### src/rtl/sram_like_arbiter_if.sv
// SRAM-like bus bundle. LANES request lanes share one rdata return bus.
interface sram_like_arbiter_if #(
  parameter int LANES  = 1,
  parameter int ADDR_W = 32,
  parameter int DATA_W = 32
);
  logic [LANES-1:0]          req;
  logic [LANES-1:0]          wr;
  logic [2*LANES-1:0]        size;
  logic [LANES*DATA_W/8-1:0] wstrb;
  logic [LANES*ADDR_W-1:0]   addr;
  logic [LANES*DATA_W-1:0]   wdata;
  logic [LANES-1:0]          addr_ok;
  logic [LANES-1:0]          data_ok;
  logic [DATA_W-1:0]         rdata;

  modport master (output req, wr, size, wstrb, addr, wdata,
                  input  addr_ok, data_ok, rdata);
  modport slave  (input  req, wr, size, wstrb, addr, wdata,
                  output addr_ok, data_ok, rdata);
endinterface

### src/rtl/sram_like_arbiter.sv
// N-channel SRAM-like arbiter with in-order response routing.
//
// state        | meaning
// lock = 0     | grant chosen by arbitration each cycle (gated by fifo full)
// lock = 1     | slave stalled addr_ok; grant pinned on lock_id until handshake
module sram_like_arbiter #(
  parameter int NUM_CH      = 2,
  parameter int ADDR_W      = 32,
  parameter int DATA_W      = 32,
  parameter int OUTSTANDING = 4,
  parameter int RR_MODE     = 1
) (
  input  logic                             clk,
  input  logic                             resetn,
  sram_like_arbiter_if.slave               m,
  sram_like_arbiter_if.master              s,
  output logic [$clog2(OUTSTANDING+1)-1:0] outstanding,
  output logic                             err
);
  localparam int IDW   = $clog2(NUM_CH);
  localparam int PTR_W = $clog2(OUTSTANDING);
  localparam int CNT_W = $clog2(OUTSTANDING+1);
  localparam int SW    = DATA_W/8;

  logic             lock;
  logic [IDW-1:0]   lock_id;
  logic [IDW-1:0]   last_grant;
  logic [IDW-1:0]   fifo_q [OUTSTANDING];
  logic [PTR_W-1:0] wp, rp;
  logic [CNT_W-1:0] count;

  logic             grant_v;
  logic [IDW-1:0]   g;
  logic [IDW-1:0]   cand;
  logic             full, empty, hs, push, pop, spurious;

  assign full        = (count == CNT_W'(OUTSTANDING));
  assign empty       = (count == '0);
  assign outstanding = count;

  // Grant selection: pinned while locked, otherwise RR or fixed priority.
  always_comb begin
    grant_v = 1'b0;
    g       = '0;
    cand    = '0;
    if (lock) begin
      grant_v = 1'b1;
      g       = lock_id;
    end else if (!full) begin
      for (int i = 0; i < NUM_CH; i++) begin
        if (RR_MODE != 0) cand = IDW'((int'(last_grant) + 1 + i) % NUM_CH);
        else              cand = IDW'(i);
        if (!grant_v && m.req[cand]) begin
          grant_v = 1'b1;
          g       = cand;
        end
      end
    end
  end

  // Slave-side request mux and master-side handshake / response routing.
  always_comb begin
    s.req     = '0;
    s.wr      = '0;
    s.size    = '0;
    s.wstrb   = '0;
    s.addr    = '0;
    s.wdata   = '0;
    m.addr_ok = '0;
    m.data_ok = '0;
    m.rdata   = '0;
    pop       = 1'b0;
    spurious  = 1'b0;
    s.req[0]  = resetn & grant_v;
    if (s.req[0]) begin
      s.wr[0] = m.wr[g];
      s.size  = m.size[2*g +: 2];
      s.wstrb = m.wstrb[SW*g +: SW];
      s.addr  = m.addr[ADDR_W*g +: ADDR_W];
      s.wdata = m.wdata[DATA_W*g +: DATA_W];
    end
    hs = s.req[0] & s.addr_ok[0];
    if (hs) m.addr_ok[g] = 1'b1;
    if (resetn && s.data_ok[0]) begin
      if (!empty) begin
        m.data_ok[fifo_q[rp]] = 1'b1;
        m.rdata               = s.rdata;
        pop                   = 1'b1;
      end else if (hs) begin
        m.data_ok[g] = 1'b1;
        m.rdata      = s.rdata;
      end else begin
        spurious = 1'b1;
      end
    end
    // A bypassed response consumes its own handshake, so nothing is queued.
    push = hs & ~(empty & s.data_ok[0]);
  end

  // Lock and round-robin pointer.
  always_ff @(posedge clk or negedge resetn) begin
    if (!resetn) begin
      lock       <= 1'b0;
      lock_id    <= '0;
      last_grant <= IDW'(NUM_CH-1);
    end else begin
      if (hs) begin
        lock       <= 1'b0;
        last_grant <= g;
      end else if (s.req[0]) begin
        lock    <= 1'b1;
        lock_id <= g;
      end
    end
  end

  // Return-order fifo of channel ids.
  always_ff @(posedge clk or negedge resetn) begin
    if (!resetn) begin
      wp    <= '0;
      rp    <= '0;
      count <= '0;
      for (int i = 0; i < OUTSTANDING; i++) fifo_q[i] <= '0;
    end else begin
      if (push) begin
        fifo_q[wp] <= g;
        wp         <= wp + 1'b1;
      end
      if (pop) rp <= rp + 1'b1;
      count <= count + CNT_W'(push) - CNT_W'(pop);
    end
  end

  // Sticky error on a response with nothing to route it to.
  always_ff @(posedge clk or negedge resetn) begin
    if (!resetn)       err <= 1'b0;
    else if (spurious) err <= 1'b1;
  end
endmodule

### src/flat_wrapper.sv
// flat-port wrapper written by rule: the top's interface ports become plain ports
module sram_like_arbiter_flat 
#(
  parameter int NUM_CH      = 2,
  parameter int ADDR_W      = 32,
  parameter int DATA_W      = 32,
  parameter int OUTSTANDING = 4,
  parameter int RR_MODE     = 1
)
  (clk, resetn, outstanding, err, m_req, m_wr, m_size, m_wstrb, m_addr, m_wdata, m_addr_ok, m_data_ok, m_rdata, s_req, s_wr, s_size, s_wstrb, s_addr, s_wdata, s_addr_ok, s_data_ok, s_rdata);
  sram_like_arbiter_if #(.LANES(2), .ADDR_W(ADDR_W), .DATA_W(DATA_W)) m_i ();
  sram_like_arbiter_if #(.LANES(1), .ADDR_W(ADDR_W), .DATA_W(DATA_W)) s_i ();
  input  logic clk;
  input  logic resetn;
  output logic [$clog2(OUTSTANDING+1)-1:0] outstanding;
  output logic err;
  input wire logic [$bits(m_i.req)-1:0] m_req;
  input wire logic [$bits(m_i.wr)-1:0] m_wr;
  input wire logic [$bits(m_i.size)-1:0] m_size;
  input wire logic [$bits(m_i.wstrb)-1:0] m_wstrb;
  input wire logic [$bits(m_i.addr)-1:0] m_addr;
  input wire logic [$bits(m_i.wdata)-1:0] m_wdata;
  output wire logic [$bits(m_i.addr_ok)-1:0] m_addr_ok;
  output wire logic [$bits(m_i.data_ok)-1:0] m_data_ok;
  output wire logic [$bits(m_i.rdata)-1:0] m_rdata;
  output wire logic [$bits(s_i.req)-1:0] s_req;
  output wire logic [$bits(s_i.wr)-1:0] s_wr;
  output wire logic [$bits(s_i.size)-1:0] s_size;
  output wire logic [$bits(s_i.wstrb)-1:0] s_wstrb;
  output wire logic [$bits(s_i.addr)-1:0] s_addr;
  output wire logic [$bits(s_i.wdata)-1:0] s_wdata;
  input wire logic [$bits(s_i.addr_ok)-1:0] s_addr_ok;
  input wire logic [$bits(s_i.data_ok)-1:0] s_data_ok;
  input wire logic [$bits(s_i.rdata)-1:0] s_rdata;
  assign m_i.req = m_req;
  assign m_i.wr = m_wr;
  assign m_i.size = m_size;
  assign m_i.wstrb = m_wstrb;
  assign m_i.addr = m_addr;
  assign m_i.wdata = m_wdata;
  assign m_addr_ok = m_i.addr_ok;
  assign m_data_ok = m_i.data_ok;
  assign m_rdata = m_i.rdata;
  assign s_req = s_i.req;
  assign s_wr = s_i.wr;
  assign s_size = s_i.size;
  assign s_wstrb = s_i.wstrb;
  assign s_addr = s_i.addr;
  assign s_wdata = s_i.wdata;
  assign s_i.addr_ok = s_addr_ok;
  assign s_i.data_ok = s_data_ok;
  assign s_i.rdata = s_rdata;
  sram_like_arbiter #(.NUM_CH(NUM_CH), .ADDR_W(ADDR_W), .DATA_W(DATA_W), .OUTSTANDING(OUTSTANDING), .RR_MODE(RR_MODE)) u_core (.clk(clk), .resetn(resetn), .m(m_i), .s(s_i), .outstanding(outstanding), .err(err));
endmodule
### config.mk
export PLATFORM = sky130hd
export DESIGN_NAME = sram_like_arbiter_flat
export DESIGN_NICKNAME = d
export VERILOG_FILES = /design/src/rtl/sram_like_arbiter_if.sv /design/src/rtl/sram_like_arbiter.sv /design/src/flat_wrapper.sv
export SDC_FILE = /design/constraint.sdc
export NUM_CORES = 1
export LEC_CHECK = 0
export CORE_AREA = 2 2 114 116
export CTS_CLUSTER_SIZE = 28
export DETAILED_ROUTE_END_ITERATION = 10
export DIE_AREA = 0 0 116 118
export SYNTH_ARGS = -nofsm -noshare
export SYNTH_HDL_FRONTEND = slang
export SYNTH_SLANG_ARGS = --single-unit
### constraint.sdc
create_clock -name clk -period 5.55 [get_ports clk]
set_input_delay 1.11 -clock clk [delete_from_list [all_inputs] [get_ports clk]]
set_output_delay 1.11 -clock clk [all_outputs]
set_load 0.02 [all_outputs]
==> impl_table.tex <==
\begin{tabular}{lr}
\hline
Metric & Value \\
\hline
\multicolumn{2}{l}{\textbf{Global routing}} \\
\quad Number of global-route vias before repair & 3474 \\
\quad Largest net degree at the start of global routing & 44 \\
\quad Antenna violations before repair & 0 \\
\quad Leftover overflow at the end of global routing & 0 \\
\quad Global-route total usage across every layer & around 17\% \\
\quad Wire length of the first global-routing pass & $\sim$18 mm \\
\multicolumn{2}{l}{\textbf{Finish}} \\
\quad Layout overhead on the synthesized area & 153\% \\
\quad Area of the multi-input gates & between 1500 and 2000 um\^{}2 \\
\quad Fraction of layout instances using a drive strength above 1 & 3.35\% \\
\quad Area occupied by registers & about 380 um\^{}2 \\
\quad \# diodes & 0 \\
\quad Total non-filler cell area in the finished layout & around 5200 um\^{}2 \\
\quad Final-stage net count & between 800 and 900 \\
\quad Number of fillers in the final layout & 1275 \\
\multicolumn{2}{l}{\textbf{Synth}} \\
\quad Post-Synthesis Cells & roughly 350 \\
\quad Yosys Warn Count & 0 \\
\quad Synthesized-area fraction occupied by adder cells & approximately 4.6\% \\
\quad Proportion of synthesized area in mux cells & about 1.8\% \\
\quad Most used DFF post-synth & sky130\_fd\_sc\_hd\_\_dfrtp\_1 \\
\quad Xor-xnor portion of the synthesized cell area & about 2.1\% \\
\quad Average cell area after synthesis & between 5 and 6 um\^{}2 \\
\quad Post-synth EDFFs & 0 \\
\quad Library cell with the largest summed area after synthesis & sky130\_fd\_sc\_hd\_\_nand2\_1 \\
\quad Dominant combinational cell family by area after synthesis & simple AND/OR/NAND/NOR gates \\
\quad Share of the synthesized area in the top cell type & a little over a quarter \\
\quad Simple-gate area share of the yosys netlist & between 40\% and 50\% \\
\quad Part of the Yosys area used for sequential elements & 18.2\% \\
\quad Post-synthesis async set-or-reset flop share & 100\% \\
\quad Compound-Gate Fraction of Synth Area & between 20\% and 30\% \\
\quad Post-synthesis cell area & between 2000 and 2500 um\^{}2 \\
\quad Leading cell types by total area after synthesis & sky130\_fd\_sc\_hd\_\_nand2\_1, sky130\_fd\_sc\_hd\_\_a21oi\_1, sky130\_fd\_sc\_hd\_\_dfrtp\_1, sky130\_fd\_sc\_hd\_\_and2\_1, sky130\_fd\_sc\_hd\_\_ha\_1 \\
\quad Dominant cell by count in the synthesized netlist & sky130\_fd\_sc\_hd\_\_nand2\_1 \\
\quad Number of distinct library cells after synthesis & 38 \\
\quad Yosys reg bits & 15 \\
\quad Syn Nets & 539 \\
\quad Top cell types by occurrence after synthesis & sky130\_fd\_sc\_hd\_\_nand2\_1, sky130\_fd\_sc\_hd\_\_a21oi\_1, sky130\_fd\_sc\_hd\_\_and2\_1, sky130\_fd\_sc\_hd\_\_clkbuf\_1, sky130\_fd\_sc\_hd\_\_dfrtp\_1 \\
\multicolumn{2}{l}{\textbf{Worst setup path}} \\
\quad Setup CP Type & input pin to output pin \\
\quad Worst EP required & 4.44 ns \\
\quad R2R Path End & u\_core.outstanding[2] \\
\quad Kind of end point of the critical path & output pin \\
\quad Critical Path Sink & s\_size[0] \\
\quad Launch instance of the worst register-to-register path & u\_core.lock \\
\quad CP Data Arrival Time & 3.52 ns \\
\quad Critical path launch point & m\_req[1] \\
\quad Cell depth of the worst flop-to-flop path & 6 \\
\quad Type of origin of the critical path & input pin \\
\quad Critical-path maximum fanout & 43 \\
\quad Worst reg2reg setup slack & 3.16 ns \\
\multicolumn{2}{l}{\textbf{Power and ir drop}} \\
\quad VDD IR-drop max & around 0.28 mV \\
\quad Power per unit of standard cell area & between 300 and 400 nW/um\^{}2 \\
\quad Power Total & between 1.5 and 2 mW \\
\quad Static Leakage & between 2 and 2.5 nW \\
\multicolumn{2}{l}{\textbf{Floorplanning}} \\
\quad Number of rows in the core area & 41 \\
\quad Die area & 13700 um\^{}2 \\
\quad Initial standard-cell utilization of the core & 16.7\% \\
\quad Top-level I/O count & 292 \\
\quad Floorplan Core Area & between 10000 and 15000 um\^{}2 \\
\quad Horizontal die dimension & between 100 and 150 um \\
\quad Die Y & 118 um \\
\multicolumn{2}{l}{\textbf{STA}} \\
\quad Worst-case clock skew & $\sim$0.0042 ns \\
\quad Final worst path period need & 4.63 ns \\
\quad Minimum hold slack & $\sim$0.46 ns \\
\quad Total negative setup slack & 0 ns \\
\quad Slew of the pin with the lowest slew margin & 0.557 ns \\
\quad Setup repair after global routing missed its margin & false \\
\quad Final hold violation count & 0 \\
\quad Final Cycle Share & a little over four fifths \\
\quad Final count of pins violating max slew & 0 \\
\quad Maximum clock frequency & 216 MHz \\
\quad \# setup viols final & 0 \\
\quad Worst-case headroom to the max-slew limit & a little over three fifths \\
\multicolumn{2}{l}{\textbf{CTS}} \\
\quad Worst-path clk slew & roughly 0.05 ns \\
\quad Clock latency at the later pin of the worst-skew pair & roughly 0.25 ns \\
\quad Clock root cell & sky130\_fd\_sc\_hd\_\_clkbuf\_16 \\
\quad Number of buffers on the longest clock path & 2 \\
\quad Setup Buffers After CTS & 0 \\
\quad Num CTS Buffers & 3 \\
\quad TritonCTS clock tree & built \\
\quad H-tree Lvls & 1 \\
\quad Total clock sinks & 15 \\
\quad Number of hold buffers added after CTS & 0 \\
\quad Count of cells resized by post-cts repair & 0 \\
\multicolumn{2}{l}{\textbf{Detailed routing}} \\
\quad Detailed route wirelength on metal2 & between 5 and 6 mm \\
\quad Drt pass-1 iters & 5 \\
\quad Number of routed nets with antenna violations & 0 \\
\quad Post-DR wirelength/cell & about 16 um \\
\quad DRC violation total after the first TritonRoute iteration & between 150 and 200 \\
\quad Count of unresolved DRC violations after routing & 0 \\
\quad Number of vias per cell after detailed routing & between 4 and 5 \\
\quad Post-Route M1 WL & between 5 and 6 mm \\
\quad Total wire length & around 13 mm \\
\quad Length of routed met3 wiring & 1.15 mm \\
\quad Via total after detailed routing & $\sim$3.5k \\
\quad Uppermost signal routing layer after detailed routing & met4 \\
\multicolumn{2}{l}{\textbf{Flow run}} \\
\quad Max-cap violation count & 0 \\
\multicolumn{2}{l}{\textbf{Outcome}} \\
\quad Status & finished, final reports clean \\
\multicolumn{2}{l}{\textbf{Placement}} \\
\quad Placed inst area & just over 5000 um\^{}2 \\
\quad Number of buffer cells added on primary ports & approximately 290 \\
\quad Final weighted congestion of routability-driven global placement & around 0.9 \\
\quad Detail Placement HPWL & about 9.9 mm \\
\multicolumn{2}{l}{\textbf{Min path}} \\
\quad Hold path cells & 1 \\
\quad Hold WC Path Type & flop to flop \\
\hline
\end{tabular}
-- final cells by class --
cell class | instances | area share [%]
Multi-Input combinational cell | 299 | 29.7
Sequential cell | 15 | 7.20
Clock buffer | 3 | 1.43
Timing Repair Buffer | 299 | 56.8
Clock inverter | 1 | 0.0956
Tap cell | 172 | 4.11
Inverter | 9 | 0.646
-- layout by cell type (no fill, tap or decap), types with 2 or more instances in the layout --
cell and count:
sky130_fd_sc_hd__a31oi_1 4, sky130_fd_sc_hd__a41oi_1 4, sky130_fd_sc_hd__ha_1 6, sky130_fd_sc_hd__a21oi_1 73, sky130_fd_sc_hd__inv_1 9, sky130_fd_sc_hd__xor2_1 2
sky130_fd_sc_hd__clkbuf_16 3, sky130_fd_sc_hd__nor2_1 2, sky130_fd_sc_hd__nor2b_1 2, sky130_fd_sc_hd__nand3_1 2, sky130_fd_sc_hd__and2_1 32, sky130_fd_sc_hd__dfrtp_1 14
sky130_fd_sc_hd__buf_4 8, sky130_fd_sc_hd__nand2_1 147, sky130_fd_sc_hd__clkdlybuf4s50_1 291, sky130_fd_sc_hd__xnor2_1 3, sky130_fd_sc_hd__a211oi_1 3
-- sequential cells by signal (all words and copies together) (netlist names) --
register            flops
u_core.lock             1
u_core.lock_id          1
u_core.rp               2
u_core.outstanding      3
u_core.err              1
u_core.fifo_q           4
u_core.last_grant       1
u_core.wp               2
-- routing by layer --
layer	vias up	track usage (%)
met5	-	0
met4	0	1.56
met3	12	3.71
met2	203	29.5
met1	1559	21.9
li1	1701	-
-- power by group --
| group | switching, mW | internal, mW |
|---|---|---|
| Sequential | 0.0552 | 0.167 |
| Combinational | 0.660 | 0.563 |
| Clock | 0.0440 | 0.0962 |
-- through the flow --
step | instances | util, % | setup slack (ns)
2_1_floorplan | 352 | - | 2.00
3_3_place_gp | 794 | 41.5 | 0.922
3_5_place_dp | 794 | 41.5 | 0.923
4_1_cts | 798 | 42.1 | 0.910
5_1_grt | 798 | 42.1 | 0.768
6_report | 798 | 42.1 | 0.916
-- cell families after synthesis --
| group | after synthesis |
|---|---|
| multiplexers | 3 |
| AND/OR/NAND/NOR | 193 |
| adder cells (fa/ha/maj) | 7 |
| XOR/XNOR | 5 |
| buffers and inverters | 38 |
| AO/OA/AOI/OAI | 91 |
| flip-flops | 15 |
-- how the worst min path moves through the flow --
stage | startpoint | endpoint | slack (ns)
final | u_core.err | u_core.err | 0.46
after global routing | u_core.err | u_core.err | 0.49
after CTS | u_core.err | u_core.err | 0.47
after detailed placement | u_core.err | u_core.err | 0.46
after global placement | u_core.err | u_core.err | 0.46
after floorplan | u_core.rp[0] | u_core.rp[0] | 0.50
-- worst max-delay path, stage by stage --
cell and delay, ns:
sky130_fd_sc_hd__clkdlybuf4s50_1 0.48, sky130_fd_sc_hd__nor2b_1 0.25, sky130_fd_sc_hd__a32o_2 0.23, sky130_fd_sc_hd__buf_4 0.40, sky130_fd_sc_hd__nand2_1 0.12, sky130_fd_sc_hd__a21oi_1 0.17
sky130_fd_sc_hd__clkdlybuf4s50_1 0.73
Note: power is estimated with default switching activity, not from simulation.
